**config.mk**
```make
export PLATFORM = sky130hd
export DESIGN_NAME = alu_arbiter
export DESIGN_NICKNAME = d
export VERILOG_FILES = /design/src/rtl/alu_arbiter.sv
export SDC_FILE = /design/constraint.sdc
export NUM_CORES = 1
export LEC_CHECK = 0
export CAP_MARGIN = 40
export CORE_ASPECT_RATIO = 2
export CORE_MARGIN = 1.5
export CORE_UTILIZATION = 30
export DETAILED_ROUTE_END_ITERATION = 6
export PLACE_DENSITY = 0.63
export SYNTH_ARGS = -nofsm -noshare
export SYNTH_HDL_FRONTEND = slang
export SYNTH_SLANG_ARGS = --single-unit
```
**constraint.sdc**
```tcl
create_clock -name i_clk -period 1.4 [get_ports i_clk]
set_clock_uncertainty 0.05 [all_clocks]
set_input_delay 0.21 -clock i_clk [delete_from_list [all_inputs] [get_ports i_clk]]
set_output_delay 0.21 -clock i_clk [all_outputs]
set_load 0.01 [all_outputs]
```
**src/rtl/alu_arbiter.sv**
```systemverilog
// rtl/alu_arbiter.sv - two-port round-robin arbiter sequencing commands onto a shared combinational ALU
module alu_arbiter #(
  parameter int NB_DATA = 8,
  parameter int NB_OP   = 6
) (
  input  logic               i_clk,
  input  logic               i_rst_n,
  input  logic               i_req0_valid,
  input  logic [NB_DATA-1:0] i_req0_a,
  input  logic [NB_DATA-1:0] i_req0_b,
  input  logic [NB_OP-1:0]   i_req0_op,
  output logic               o_req0_ready,
  input  logic               i_req1_valid,
  input  logic [NB_DATA-1:0] i_req1_a,
  input  logic [NB_DATA-1:0] i_req1_b,
  input  logic [NB_OP-1:0]   i_req1_op,
  output logic               o_req1_ready,
  output logic [NB_DATA-1:0] o_alu_a,
  output logic [NB_DATA-1:0] o_alu_b,
  output logic [NB_OP-1:0]   o_alu_op,
  input  logic [NB_DATA-1:0] i_alu_res,
  input  logic               i_alu_carry,
  output logic               o_rsp_valid,
  input  logic               i_rsp_ready,
  output logic               o_rsp_id,
  output logic [NB_DATA-1:0] o_rsp_res,
  output logic               o_rsp_carry,
  output logic               o_rsp_err,
  output logic               o_busy
);

  typedef enum logic [1:0] {IDLE, EXEC, RESP} state_t;

  localparam logic [NB_OP-1:0] OP_ADD = NB_OP'(6'b100000);
  localparam logic [NB_OP-1:0] OP_SUB = NB_OP'(6'b100010);
  localparam logic [NB_OP-1:0] OP_AND = NB_OP'(6'b100100);
  localparam logic [NB_OP-1:0] OP_OR  = NB_OP'(6'b100101);
  localparam logic [NB_OP-1:0] OP_XOR = NB_OP'(6'b100110);
  localparam logic [NB_OP-1:0] OP_SRA = NB_OP'(6'b000011);
  localparam logic [NB_OP-1:0] OP_SRL = NB_OP'(6'b000010);
  localparam logic [NB_OP-1:0] OP_NOR = NB_OP'(6'b100111);

  state_t               state_q, state_d;
  logic                 ptr_q, ptr_d;
  logic [NB_DATA-1:0]   alu_a_q, alu_a_d;
  logic [NB_DATA-1:0]   alu_b_q, alu_b_d;
  logic [NB_OP-1:0]     alu_op_q, alu_op_d;
  logic                 id_q, id_d;
  logic                 rsp_valid_q, rsp_valid_d;
  logic [NB_DATA-1:0]   rsp_res_q, rsp_res_d;
  logic                 rsp_carry_q, rsp_carry_d;
  logic                 rsp_err_q, rsp_err_d;
  logic                 grant0, grant1;
  logic                 op_legal;

  // The pointer only breaks ties; a lone requester always wins.
  assign grant0 = i_req0_valid & (~i_req1_valid | ~ptr_q);
  assign grant1 = i_req1_valid & (~i_req0_valid |  ptr_q);

  assign o_req0_ready = i_rst_n & (state_q == IDLE) & grant0;
  assign o_req1_ready = i_rst_n & (state_q == IDLE) & grant1;

  always_comb begin
    op_legal = 1'b0;
    case (alu_op_q)
      OP_ADD, OP_SUB, OP_AND, OP_OR, OP_XOR, OP_SRA, OP_SRL, OP_NOR: op_legal = 1'b1;
      default: op_legal = 1'b0;
    endcase
  end

  always_comb begin
    state_d     = state_q;
    ptr_d       = ptr_q;
    alu_a_d     = alu_a_q;
    alu_b_d     = alu_b_q;
    alu_op_d    = alu_op_q;
    id_d        = id_q;
    rsp_valid_d = rsp_valid_q;
    rsp_res_d   = rsp_res_q;
    rsp_carry_d = rsp_carry_q;
    rsp_err_d   = rsp_err_q;
    case (state_q)
      IDLE: begin
        if (o_req0_ready || o_req1_ready) begin
          state_d  = EXEC;
          id_d     = o_req1_ready;
          ptr_d    = o_req0_ready;
          alu_a_d  = o_req1_ready ? i_req1_a  : i_req0_a;
          alu_b_d  = o_req1_ready ? i_req1_b  : i_req0_b;
          alu_op_d = o_req1_ready ? i_req1_op : i_req0_op;
        end
      end
      EXEC: begin
        state_d     = RESP;
        rsp_valid_d = 1'b1;
        rsp_res_d   = op_legal ? i_alu_res : '0;
        rsp_carry_d = op_legal & i_alu_carry;
        rsp_err_d   = ~op_legal;
      end
      RESP: begin
        if (i_rsp_ready) begin
          state_d     = IDLE;
          rsp_valid_d = 1'b0;
        end
      end
      default: state_d = IDLE;
    endcase
  end

  always_ff @(posedge i_clk) begin
    if (!i_rst_n) begin
      state_q     <= IDLE;
      ptr_q       <= 1'b0;
      alu_a_q     <= '0;
      alu_b_q     <= '0;
      alu_op_q    <= '0;
      id_q        <= 1'b0;
      rsp_valid_q <= 1'b0;
      rsp_res_q   <= '0;
      rsp_carry_q <= 1'b0;
      rsp_err_q   <= 1'b0;
    end else begin
      state_q     <= state_d;
      ptr_q       <= ptr_d;
      alu_a_q     <= alu_a_d;
      alu_b_q     <= alu_b_d;
      alu_op_q    <= alu_op_d;
      id_q        <= id_d;
      rsp_valid_q <= rsp_valid_d;
      rsp_res_q   <= rsp_res_d;
      rsp_carry_q <= rsp_carry_d;
      rsp_err_q   <= rsp_err_d;
    end
  end

  assign o_alu_a     = alu_a_q;
  assign o_alu_b     = alu_b_q;
  assign o_alu_op    = alu_op_q;
  assign o_rsp_valid = rsp_valid_q;
  assign o_rsp_id    = id_q;
  assign o_rsp_res   = rsp_res_q;
  assign o_rsp_carry = rsp_carry_q;
  assign o_rsp_err   = rsp_err_q;
  assign o_busy      = (state_q != IDLE);

endmodule

```
==> impl_metrics.py <==
metrics = {
    "critical_path": {
        "startpoint_type": "register",
        "crit_required_ns": 1.52,
        "reg2reg_from": "state_q[1]",
        "crit_fanout": 5,
        "startpoint": "state_q[1]",
        "arrival_ns": 1.76,
        "end_kind": "register",
        "critical_path_class": "reg2reg",
    },
    "layout": {
        "diodes": 0,
        "postLayoutCellArea_mm2": 0.003552,
        "final_net_count": 409,
        "fill_cells": 648,
        "area_growth_pct": 73.22,
        "drive_above_1_share": 0.2415,
        "utilization": 0.5365,
    },
    "sta": {
        "hold_viol": 0,
        "period_needed_ns": 1.649,
        "setup_ws_ns": -0.2489,
        "fin_crit_sh": 1.178,
        "max_slew.worst_pin.slew_ns": 0.3579,
        "slew-limit-headroom": 0.7603,
        "slew_violations": 0,
        "setup-tns-final_ns": -5.253,
        "finalSetupViolations": 36,
        "rsz0062_at_grt": "yes",
        "fmax_ghz": 0.6065,
    },
    "clocking": {
        "cts.sinks": 37,
        "cts_tree": "built",
        "cts_buffer_depth": 2,
        "numCtsBuffers": 5,
        "cts.htree.levels": 2,
        "path_clk_slew_ns": 0.06,
        "cts-root-buf": "clkbuf_16",
        "insertion_delay_ns": 0.28,
    },
    "status": {
        "violations": "negative setup slack",
        "status": "finished, violations left",
    },
    "global_routing": {
        "grt_first_pass_wirelength_um": 10230,
        "grt_overflow_total": 0,
        "first_global_vias": 2126,
        "grtUsageTotal": 0.1855,
        "grt_max_degree": 30,
        "antenna_found_initial": 0,
    },
    "routing": {
        "routed_wl_um": 6539,
        "drc_errors": 0,
        "first_pass_iters": 4,
        "vias": 2163,
        "drtIter0Drc": 69,
        "vias_per_cell": 4.916,
        "ant_nets": 0,
        "wl_per_cell_um": 14.86,
    },
    "hold_path": {
        "min_from": "i_req0_valid",
        "worstHoldPathType": "in2reg",
    },
    "synth": {
        "ys_types": 30,
        "synth_ff_type": "dfxtp_1",
        "synth-edff-count": 0,
        "ys_ff_latch": 37,
        "synthesis.area_mm2": 0.002051,
        "async_reset_ff_frac": 0,
        "ys_seq_area_frac": 0.3612,
        "synth_area_per_cell_um2": 8.764,
        "yosysWarnings": 0,
        "synth_cells": 234,
        "syn_nets": 292,
    },
    "placement": {
        "post-place-ws_ns": -0.6329,
        "dpl.hpwl_um": 4644,
        "io_buffers": 94,
        "place_congestion": 0.7837,
        "placed_area_mm2": 0.003226,
    },
    "die": {
        "die_height_um": 119.9,
        "die-width_um": 61.46,
        "io_pins": 95,
        "core_area_mm2": 0.006621,
        "start_util": 0.3097,
        "design.die.area_mm2": 0.007371,
        "fp-row-count": 42,
    },
    "pwr": {
        "clkPwrFrac": 0.371,
        "p_seq_frac": 0.339,
        "p_leak_nw": 1.629,
        "switching_share": 0.2645,
        "internal-power_mw": 2.597,
        "power_switching_mw": 0.9339,
        "p_per_area_mw_per_mm2": 994.1,
        "finalPower_mw": 3.531,
        "comb_power_share": 0.290,
        "vdd_ir_drop_max_v": 0.0006285,
    },
    "flow_run": {
        "maxCapViolCount": 0,
    },
}
## cells by family after synthesis
group | Yosys count | synth area share
compound gates | 85 | 0.3270
buf+inv | 50 | 0.1171
flops | 37 | 0.3612
simple gates | 62 | 0.1946
## per-layer routing
layer | global-route usage | part of all wire
met1 | 0.1914 | 0.37
met2 | 0.3404 | 0.58
met3 | 0.03233 | 0.032
met4 | 0.08245 | 0.023
met5 | 0 | 0
## power groups by stage
stage | combinational (mW) | sequential [mW] | clock (mW)
6_report | 1.02 | 1.20 | 1.31
5_1_grt | 1.11 | 1.21 | 1.38
4_1_cts | 1.00 | 1.20 | 1.34
3_5_place_dp | 0.976 | 1.22 | 0
3_3_place_gp | 0.969 | 1.22 | 0
2_1_floorplan | 0.461 | 1.25 | 0
## synth_stat cells, types with 2 or more instances
| cell type | number | area [um^2] |
|---|---|---|
| dfxtp_1 | 37 | 740.7 |
| inv_1 | 25 | 93.84 |
| nand2_1 | 25 | 93.84 |
| a31oi_1 | 22 | 137.6 |
| o21bai_1 | 22 | 165.2 |
| o311a_1 | 22 | 220.2 |
| nor3_2 | 18 | 180.2 |
| clkbuf_1 | 11 | 41.29 |
| a22o_1 | 9 | 78.83 |
| buf_2 | 8 | 40.04 |
| nor3_1 | 5 | 25.02 |
| nor2b_1 | 4 | 25.02 |
| buf_6 | 3 | 33.78 |
| o21ai_0 | 3 | 15.01 |
| a21oi_1 | 2 | 10.01 |
| clkbuf_8 | 2 | 27.53 |
| nor2_1 | 2 | 7.510 |
| o21a_1 | 2 | 15.01 |
## cell type report
type	instances	area [um^2]	share of cell area
tap	88	110.1	0.03100
timing repair buffer	135	1306	0.3677
multi-input combinational	147	1122	0.3160
inverter	25	93.84	0.02642
clock buffer	7	142.6	0.04016
sequential	37	747.0	0.2103
clock inverter	1	30.03	0.008454
## critical path, stage by stage, from the launching register on
cell     delay [ns]
dfxtp_4        0.35
nor3b_4        0.24
buf_6          0.13
buf_6          0.09
buf_6          0.11
o21ai_4        0.08
buf_6          0.14
o311a_1        0.34
## path summary, 6_finish.rpt
path,end,slack [ns],cells after the start
worst min-delay path,ptr_q,0.42,5
worst max register to register,o_alu_b[3],-0.25,7
worst max-delay path,o_alu_b[3],-0.25,7
worst min register to register,o_rsp_res[3],0.43,1
## stage by stage
step,instances,hold slack (ns)
final,440,0.4165
after global routing,440,0.4390
after CTS,434,0.4273
after detailed placement,419,0.4197
after global placement,419,0.4129
after floorplan,234,0.2857
## flip-flops by register name, indices dropped and copies added, names as in the netlist, 2 cells and up
| name | flops |
|---|---|
| o_alu_a | 8 |
| o_alu_b | 8 |
| o_alu_op | 6 |
| o_rsp_res | 8 |
| state_q | 2 |
## placed cells by master, fill, tap and decap left out, types with 2 or more instances in the layout
master            n
a21oi_1           2
a22o_1            9
a31oi_1          21
buf_12            5
buf_2             2
buf_4            25
buf_6            12
clkbuf_16         5
clkdlybuf4s50_1  55
dfxtp_1          34
dfxtp_2           2
dlygate4sd2_1    34
dlymetal6s2s_1    2
inv_1            25
nand2_1          25
nor2b_1           2
nor2b_2           2
nor3_1            5
nor3_2           18
o21a_1            2
o21ai_0           2
o21bai_1         22
o311a_1          22
## repair_timing
action	CTS	global route
gates resized for setup	66	7
hold buffers	0	0
setup buffers	7	5
setup endpoints to repair	67	36
cloned	0	2
pin swaps	10	4
(Power assumes the default switching activity.)
